--- config.mk ---
export PLATFORM = sky130hd
export DESIGN_NAME = pipelined_carry_adder
export DESIGN_NICKNAME = d
export VERILOG_FILES = /design/src/rtl/pipelined_carry_adder.sv
export SDC_FILE = /design/constraint.sdc
export NUM_CORES = 1
export LEC_CHECK = 0
export ABC_AREA = 1
export BUFFER_PORTS_ARGS = -buffer_cell sky130_fd_sc_hd__buf_2
export CORE_ASPECT_RATIO = 1.1
export CORE_MARGIN = 2
export CORE_UTILIZATION = 45
export DETAILED_ROUTE_END_ITERATION = 10
export PLACE_DENSITY_LB_ADDON = 0.3
export SYNTH_ARGS = -nofsm -noshare
export SYNTH_HDL_FRONTEND = slang
export SYNTH_SLANG_ARGS = --single-unit
--- constraint.sdc ---
create_clock -name clk -period 3.95 [get_ports clk]
set_clock_uncertainty 0.05 [all_clocks]
set_input_delay 0.79 -clock clk [delete_from_list [all_inputs] [get_ports clk]]
set_output_delay 0.79 -clock clk [all_outputs]
set_load 0.02 [all_outputs]
--- src/rtl/pipelined_carry_adder.sv ---
// pipelined_carry_adder: WIDTH-bit a + b + cin, split into STAGES equal
// ripple-carry chunks with a registered carry between chunks.
// Valid/ready streaming with backpressure, one result per cycle.
// Optional macro PIPELINED_CARRY_ADDER_OVF_EN adds a registered signed
// overflow output 'ovf'.
//
// Handshake: a transfer in happens on an edge where in_valid & in_ready,
// a transfer out on an edge where out_valid & out_ready. The whole pipe
// advances when (!out_valid | out_ready); in_ready equals that advance term
// and never depends on in_valid. Bubbles shift like data.
module pipelined_carry_adder #(
  parameter int WIDTH  = 32,
  parameter int STAGES = 4
) (
  input  logic             clk,
  input  logic             rst_n,
  input  logic             in_valid,
  output logic             in_ready,
  input  logic [WIDTH-1:0] a,
  input  logic [WIDTH-1:0] b,
  input  logic             cin,
  output logic             out_valid,
  input  logic             out_ready,
  output logic [WIDTH-1:0] sum,
`ifdef PIPELINED_CARRY_ADDER_OVF_EN
  output logic             ovf,
`endif
  output logic             cout
);

  localparam int CHUNK = WIDTH / STAGES;

  if (WIDTH < 1 || STAGES < 1 || (WIDTH % STAGES) != 0) begin : g_param_check
    $error("pipelined_carry_adder: WIDTH must be >= 1 and divisible by STAGES");
  end

  // Per-stage registered state, exported so the next stage can read it.
  logic [WIDTH-1:0] opa_s  [STAGES];
  logic [WIDTH-1:0] opb_s  [STAGES];
  logic [WIDTH-1:0] psum_s [STAGES];
  logic [STAGES-1:0] cy_s;
  logic [STAGES-1:0] vld_s;
  logic              advance;

  // Pipe moves whenever the output slot is empty or being consumed.
  always_comb begin
    advance = !vld_s[STAGES-1] | out_ready;
  end

  assign in_ready  = advance;
  assign out_valid = vld_s[STAGES-1];
  assign sum       = psum_s[STAGES-1];
  assign cout      = cy_s[STAGES-1];

  // The final stage's operand copies have no consumer.
  logic unused_last_operands;
  assign unused_last_operands = ^{opa_s[STAGES-1], opb_s[STAGES-1]};

  for (genvar k = 0; k < STAGES; k++) begin : g_stage
    localparam bit LAST = (k == STAGES - 1);

    logic [WIDTH-1:0] a_in, b_in, s_in;
    logic             c_in, v_in;
    logic [CHUNK:0]   chain;
    logic [WIDTH-1:0] psum_new;
    logic             load;

    logic             vld_q, vld_d;
    logic             cy_q, cy_d;
    logic [WIDTH-1:0] opa_q, opa_d;
    logic [WIDTH-1:0] opb_q, opb_d;
    logic [WIDTH-1:0] psum_q, psum_d;

    if (k == 0) begin : g_head
      assign a_in = a;
      assign b_in = b;
      assign s_in = '0;
      assign c_in = cin;
      assign v_in = in_valid & in_ready;
    end else begin : g_body
      assign a_in = opa_s[k-1];
      assign b_in = opb_s[k-1];
      assign s_in = psum_s[k-1];
      assign c_in = cy_s[k-1];
      assign v_in = vld_s[k-1];
    end

    // Full-adder ripple across chunk k, merged into the lower partial sum.
    always_comb begin
      chain    = '0;
      chain[0] = c_in;
      psum_new = s_in;
      for (int i = 0; i < CHUNK; i++) begin
        psum_new[k*CHUNK+i] = a_in[k*CHUNK+i] ^ b_in[k*CHUNK+i] ^ chain[i];
        chain[i+1] = (a_in[k*CHUNK+i] & b_in[k*CHUNK+i]) |
                     (chain[i] & (a_in[k*CHUNK+i] ^ b_in[k*CHUNK+i]));
      end
    end

    // Inner stages load on every advance; the output stage only on valid
    // slots so sum/cout stay put across bubbles.
    always_comb begin
      load   = LAST ? (advance & v_in) : advance;
      vld_d  = advance ? v_in : vld_q;
      cy_d   = load ? chain[CHUNK] : cy_q;
      opa_d  = load ? a_in : opa_q;
      opb_d  = load ? b_in : opb_q;
      psum_d = load ? psum_new : psum_q;
    end

    // Stage registers with asynchronous clear.
    always_ff @(posedge clk or negedge rst_n) begin
      if (!rst_n) begin
        vld_q  <= 1'b0;
        cy_q   <= 1'b0;
        opa_q  <= '0;
        opb_q  <= '0;
        psum_q <= '0;
      end else begin
        vld_q  <= vld_d;
        cy_q   <= cy_d;
        opa_q  <= opa_d;
        opb_q  <= opb_d;
        psum_q <= psum_d;
      end
    end

    assign opa_s[k]  = opa_q;
    assign opb_s[k]  = opb_q;
    assign psum_s[k] = psum_q;
    assign cy_s[k]   = cy_q;
    assign vld_s[k]  = vld_q;

`ifdef PIPELINED_CARRY_ADDER_OVF_EN
    if (LAST) begin : g_ovf
      logic ovf_q, ovf_d;

      // Signed overflow: carry into MSB differs from carry out of MSB.
      always_comb begin
        ovf_d = load ? (chain[CHUNK] ^ chain[CHUNK-1]) : ovf_q;
      end

      // Overflow flag, registered in lockstep with sum.
      always_ff @(posedge clk or negedge rst_n) begin
        if (!rst_n) begin
          ovf_q <= 1'b0;
        end else begin
          ovf_q <= ovf_d;
        end
      end

      assign ovf = ovf_q;
    end
`endif
  end

endmodule
## Yosys cells after proc, flatten, opt, wreduce, memory -nomap -nowiden

Cells that the tools add are included.

- Bits in registers: 280
- Output and inout port bits: 35

- Bitwise logic cells: 163
- Reduce and logical (&&, ||, !) cells: 1

Operator list:

| kind | count |
|---|---|
| $and 1x1->1 | 66 |
| $xor 1x1->1 | 64 |
| $or 1x1->1 | 33 |
| $logic_not 1->1 | 1 |

## Longest topological paths before layout

- Depth in word-level cells: 17
- Mapped depth: 14

## Least setup slack after synthesis

OpenSTA, ideal clock, no wires.

- Kind: input port to flip-flop
- Start point: input port a[0]
- End point: register g_stage[0].psum_q[7]
- Library setup time: 65 ps
- Arrival time: 3,890 ps
- Setup slack: -55 ps
- Cell stages on the path: 14
- Buffers on the path: 0
- Path through: inv_1 > fa_1 > inv_1 > fa_1 > fa_1 > fa_1 > fa_1 > fa_1 > fa_1 > inv_1 > fa_1 > inv_1 > nand2_1 > nand2_1

- Word-level cells in the longest chain between the ends: 16
- Elaborated cells on any way between the ends: 17

RTL lines:

| item | RTL line | text |
|---|---|---|
| start, declared | 19 | `input logic [WIDTH-1:0] a,` |
| $xor 1x1->1 | 96 | `(chain[i] & (a_in[k*CHUNK+i] ^ b_in[k*CHUNK+i]));` |
| $and 1x1->1 | 96 |  |
| $or 1x1->1 * | 95 | `chain[i+1] = (a_in[k*CHUNK+i] & b_in[k*CHUNK+i]) \|` |
| $and 1x1->1 * | 96 |  |
| $or 1x1->1 * | 95 |  |
| $and 1x1->1 * | 96 |  |
| $or 1x1->1 * | 95 |  |
| $and 1x1->1 * | 96 |  |
| $or 1x1->1 * | 95 |  |
| $and 1x1->1 * | 96 |  |
| $or 1x1->1 * | 95 |  |
| $and 1x1->1 * | 96 |  |
| $or 1x1->1 * | 95 |  |
| $and 1x1->1 * | 96 |  |
| $or 1x1->1 * | 95 |  |
| $xor 1x1->1 * | 94 | `psum_new[k*CHUNK+i] = a_in[k*CHUNK+i] ^ b_in[k*CHUNK+i] ^ chain[i];` |
| end signal, assigned | 124 | `psum_q <= psum_d;` |
| end, declared | 72 | `logic [WIDTH-1:0] psum_q, psum_d;` |

Mark *: on every way between the ends. The rest lies on a longest branch, timed or not.
A chain may end at the register's enable or synchronous reset.

## Worst setup path after layout

Same ends and word-level chain as after synthesis.

==> results.cfg <==
[power]
p_seq_frac = 0.432
swShare = 0.394
finalPower_mw = 7.44
switching_power_mw = 2.93
leakagePower_nw = 4.96
ir_drop_mv = 0.394
power_per_cell_area_mw_per_mm2 = 808
clockPowerShare = 0.223
pwr-share-comb = 0.345
p_int_mw = 4.51

[synth]
syn_area_sq_mm = 0.00804
synth-seq-cells = 184
ys_types = 15
synth_top_area_frac = 0.573
syn_avg_cell_area_sq_um = 9.43
synth_warnings = 0
synth_area_leaders = dfrtp_1 (57%), nand2_1 (16%), nand3_1 (10%)
synth_cells = 853
synth_top_area_cell = dfrtp_1
synth-seq-area-share = 0.573
syn_nets = 954

[layout]
drive_gt1_frac = 0.178
diodes = 0
fin_cells = 1176
fin_util = 0.523
nets = 1026
syn_to_final_growth_pct = 14.5

[sta]
max_freq_mhz = 264
holdWs_ns = 0.415
hold_viol = 0
rsz0062_at_grt = no
fin_crit_sh = 0.958
min_period_ns = 3.79
relSlewSlack = 0.336
maxSlewViolCount = 0
tightest_slew_ns = 0.995
setup_tns_ns = 0
setup_violations = 0

[clock_network]
clock_latency_ns = 0.43
cts-htree-levels = 4
cts-root-buf = clkbuf_16
clock-sinks = 184
numCtsBuffers = 17
post_cts_resized = 0
hold_buffers = 0
tritoncts = built
post_cts_buffers = 0
clockBufferDepth = 2
clk_pin_slew_worst_paths_ns = 0.07

[setup_path]
r2r-end = g_stage[1].psum_q[15]
path_cells = buf_2 > inv_1 > fa_1 > inv_1 > fa_1 > fa_1 > fa_1 > fa_2 > fa_2 > fa_1 > inv_1 > fa_1 > inv_1 > nand2_1 > nand2_1
worst_path_max_delay_cell = fa_1
crit_fanout = 1
timing.rr.start = g_stage[0].cy_q
cp.required_ns = 4.26
cp_common_cell = fa_1
rrSetupSlack_ns = 0.17
critical_path.endpoint_type = register
start_kind = primary input
slowest_delay_ns = 0.40
arrival_ns = 4.09
path_class = primary input to register
r2r_cells = 14

[route]
drc = 0
wire_per_inst_um = 13.8
ant_nets = 0
first_pass_iters = 4
dr.first_iter.drc_count = 402
vias_per_cell = 4.87
vias = 5732
routed_wl_um = 16200

[hold_path]
hold_path.startpoint = g_stage[1].psum_q[14]
holdPathEnd = g_stage[2].psum_q[14]
hold_class = register to register
hold-path-cell-count = 2

[floorplan]
core-area_sq_mm = 0.0176
die_h_um = 144
ioPinCount = 104
die_width_um = 131
initial_utilization = 0.457
design.die.area_sq_mm = 0.0190
rows = 51

[grt]
antenna_found_initial = 0
grt_pass1_wl_um = 27500
grt_use_total = 0.180
grt_pass1_vias = 5467
grt_remaining_overflow = 0
grt_max_degree = 110

[placement]
hpwl_um = 10200
place_congestion = 0.790
dp_cells = 1144
port_buffers = 103

[status]
status = complete, no violations

[flow_run]
max-cap-violations = 0
## per-layer routing
layer	vias up	track usage	wire length (um)
li1	2839	-	-
met2	122	0.270	7510
met3	6	0.0315	617
met1	2765	0.271	8020
met5	-	0	0
met4	0	0.0532	98
## critical path, delay by kind of cell
| kind | cells | cell delay [ns] |
|---|---|---|
| adders and majority gates | 8 | 2.81 |
| buffers and inverters | 5 | 0.34 |
| and+or+nand+nor | 2 | 0.13 |
## worst max-delay path by stage
stage,startpoint,endpoint,slack (ns),cells past startpoint
final,a[0],g_stage[0].psum_q[7],0.16,15
after global routing,g_stage[2].opa_q[24],sum[31],0.01,14
after CTS,g_stage[0].cy_q,g_stage[1].psum_q[15],0.04,14
after detailed placement,a[0],g_stage[0].psum_q[7],-0.23,15
after global placement,a[0],g_stage[0].psum_q[7],-0.19,15
after floorplan,a[0],g_stage[0].psum_q[7],0.02,14
## area by class of cell
cell class,count,area [sq um]
fill,1682,8400
sequential,184,4610
multi-input combinational,569,2960
timing repair buffer,111,597
clock buffer,17,425
tap,238,298
inverter,42,160
clock inverter,15,159
## cell families (layout without fill, tap and decap cells)
group,Yosys count,count (layout),share of synthesized area
buf+inv,100,185,0.0627
flops,184,184,0.573
compound gates,15,15,0.0140
simple gates,522,522,0.271
fa+ha+maj,32,32,0.0797
## per-stage QoR
stage / setup WS, ns / instance area, sq um
final: 0.165 / 9210
after global routing: 0.0116 / 9210
after CTS: 0.0394 / 9190
after detailed placement: -0.234 / 8610
after global placement: -0.186 / 8610
after floorplan: 0.0229 / 8050
## registers in the layout, summed over array words and instances, names as in the netlist
signal          count
g_stage.opb_q      48
out_valid           1
cout                1
g_stage.psum_q     48
sum                32
g_stage.vld_q       3
g_stage.opa_q      48
g_stage.cy_q        3
## power groups by stage
stage / sequential [mW] / clock [mW] / combinational [mW]
floorplan: 3.26 / 0 / 1.81
global placement: 3.23 / 0 / 2.51
detailed placement: 3.25 / 0 / 2.58
CTS: 3.22 / 1.70 / 2.60
global route: 3.33 / 1.77 / 2.96
finish: 3.22 / 1.66 / 2.56
## cells in the mapped netlist
| cell | number |
|---|---|
| dfrtp_1 | 184 |
| nand2_1 | 352 |
| inv_1 | 41 |
| o21ai_1 | 5 |
| buf_2 | 22 |
| o21ai_2 | 10 |
| inv_2 | 1 |
| buf_4 | 9 |
| nand2_4 | 1 |
| fa_1 | 32 |
| clkbuf_1 | 14 |
| nand2_2 | 1 |
| buf_1 | 4 |
| buf_6 | 9 |
| nand3_1 | 168 |
## placed cells by master, fill, tap and decap left out
cell        instances
nand2_8             1
fa_2                8
fa_1               24
o21ai_1             5
clkbuf_16          17
bufinv_16           1
clkbuf_8            1
inv_8               3
buf_2             102
inv_2               2
inv_4               1
buf_4               7
dfrtp_4             1
o21ai_2            10
clkinv_4            5
nand2_1           352
clkinvlp_4          1
dfrtp_1           183
nand3_1           168
buf_12              1
inv_6               5
inv_1              39
nand2_2             1
No activity file was read; power rests on OpenSTA's default activity.
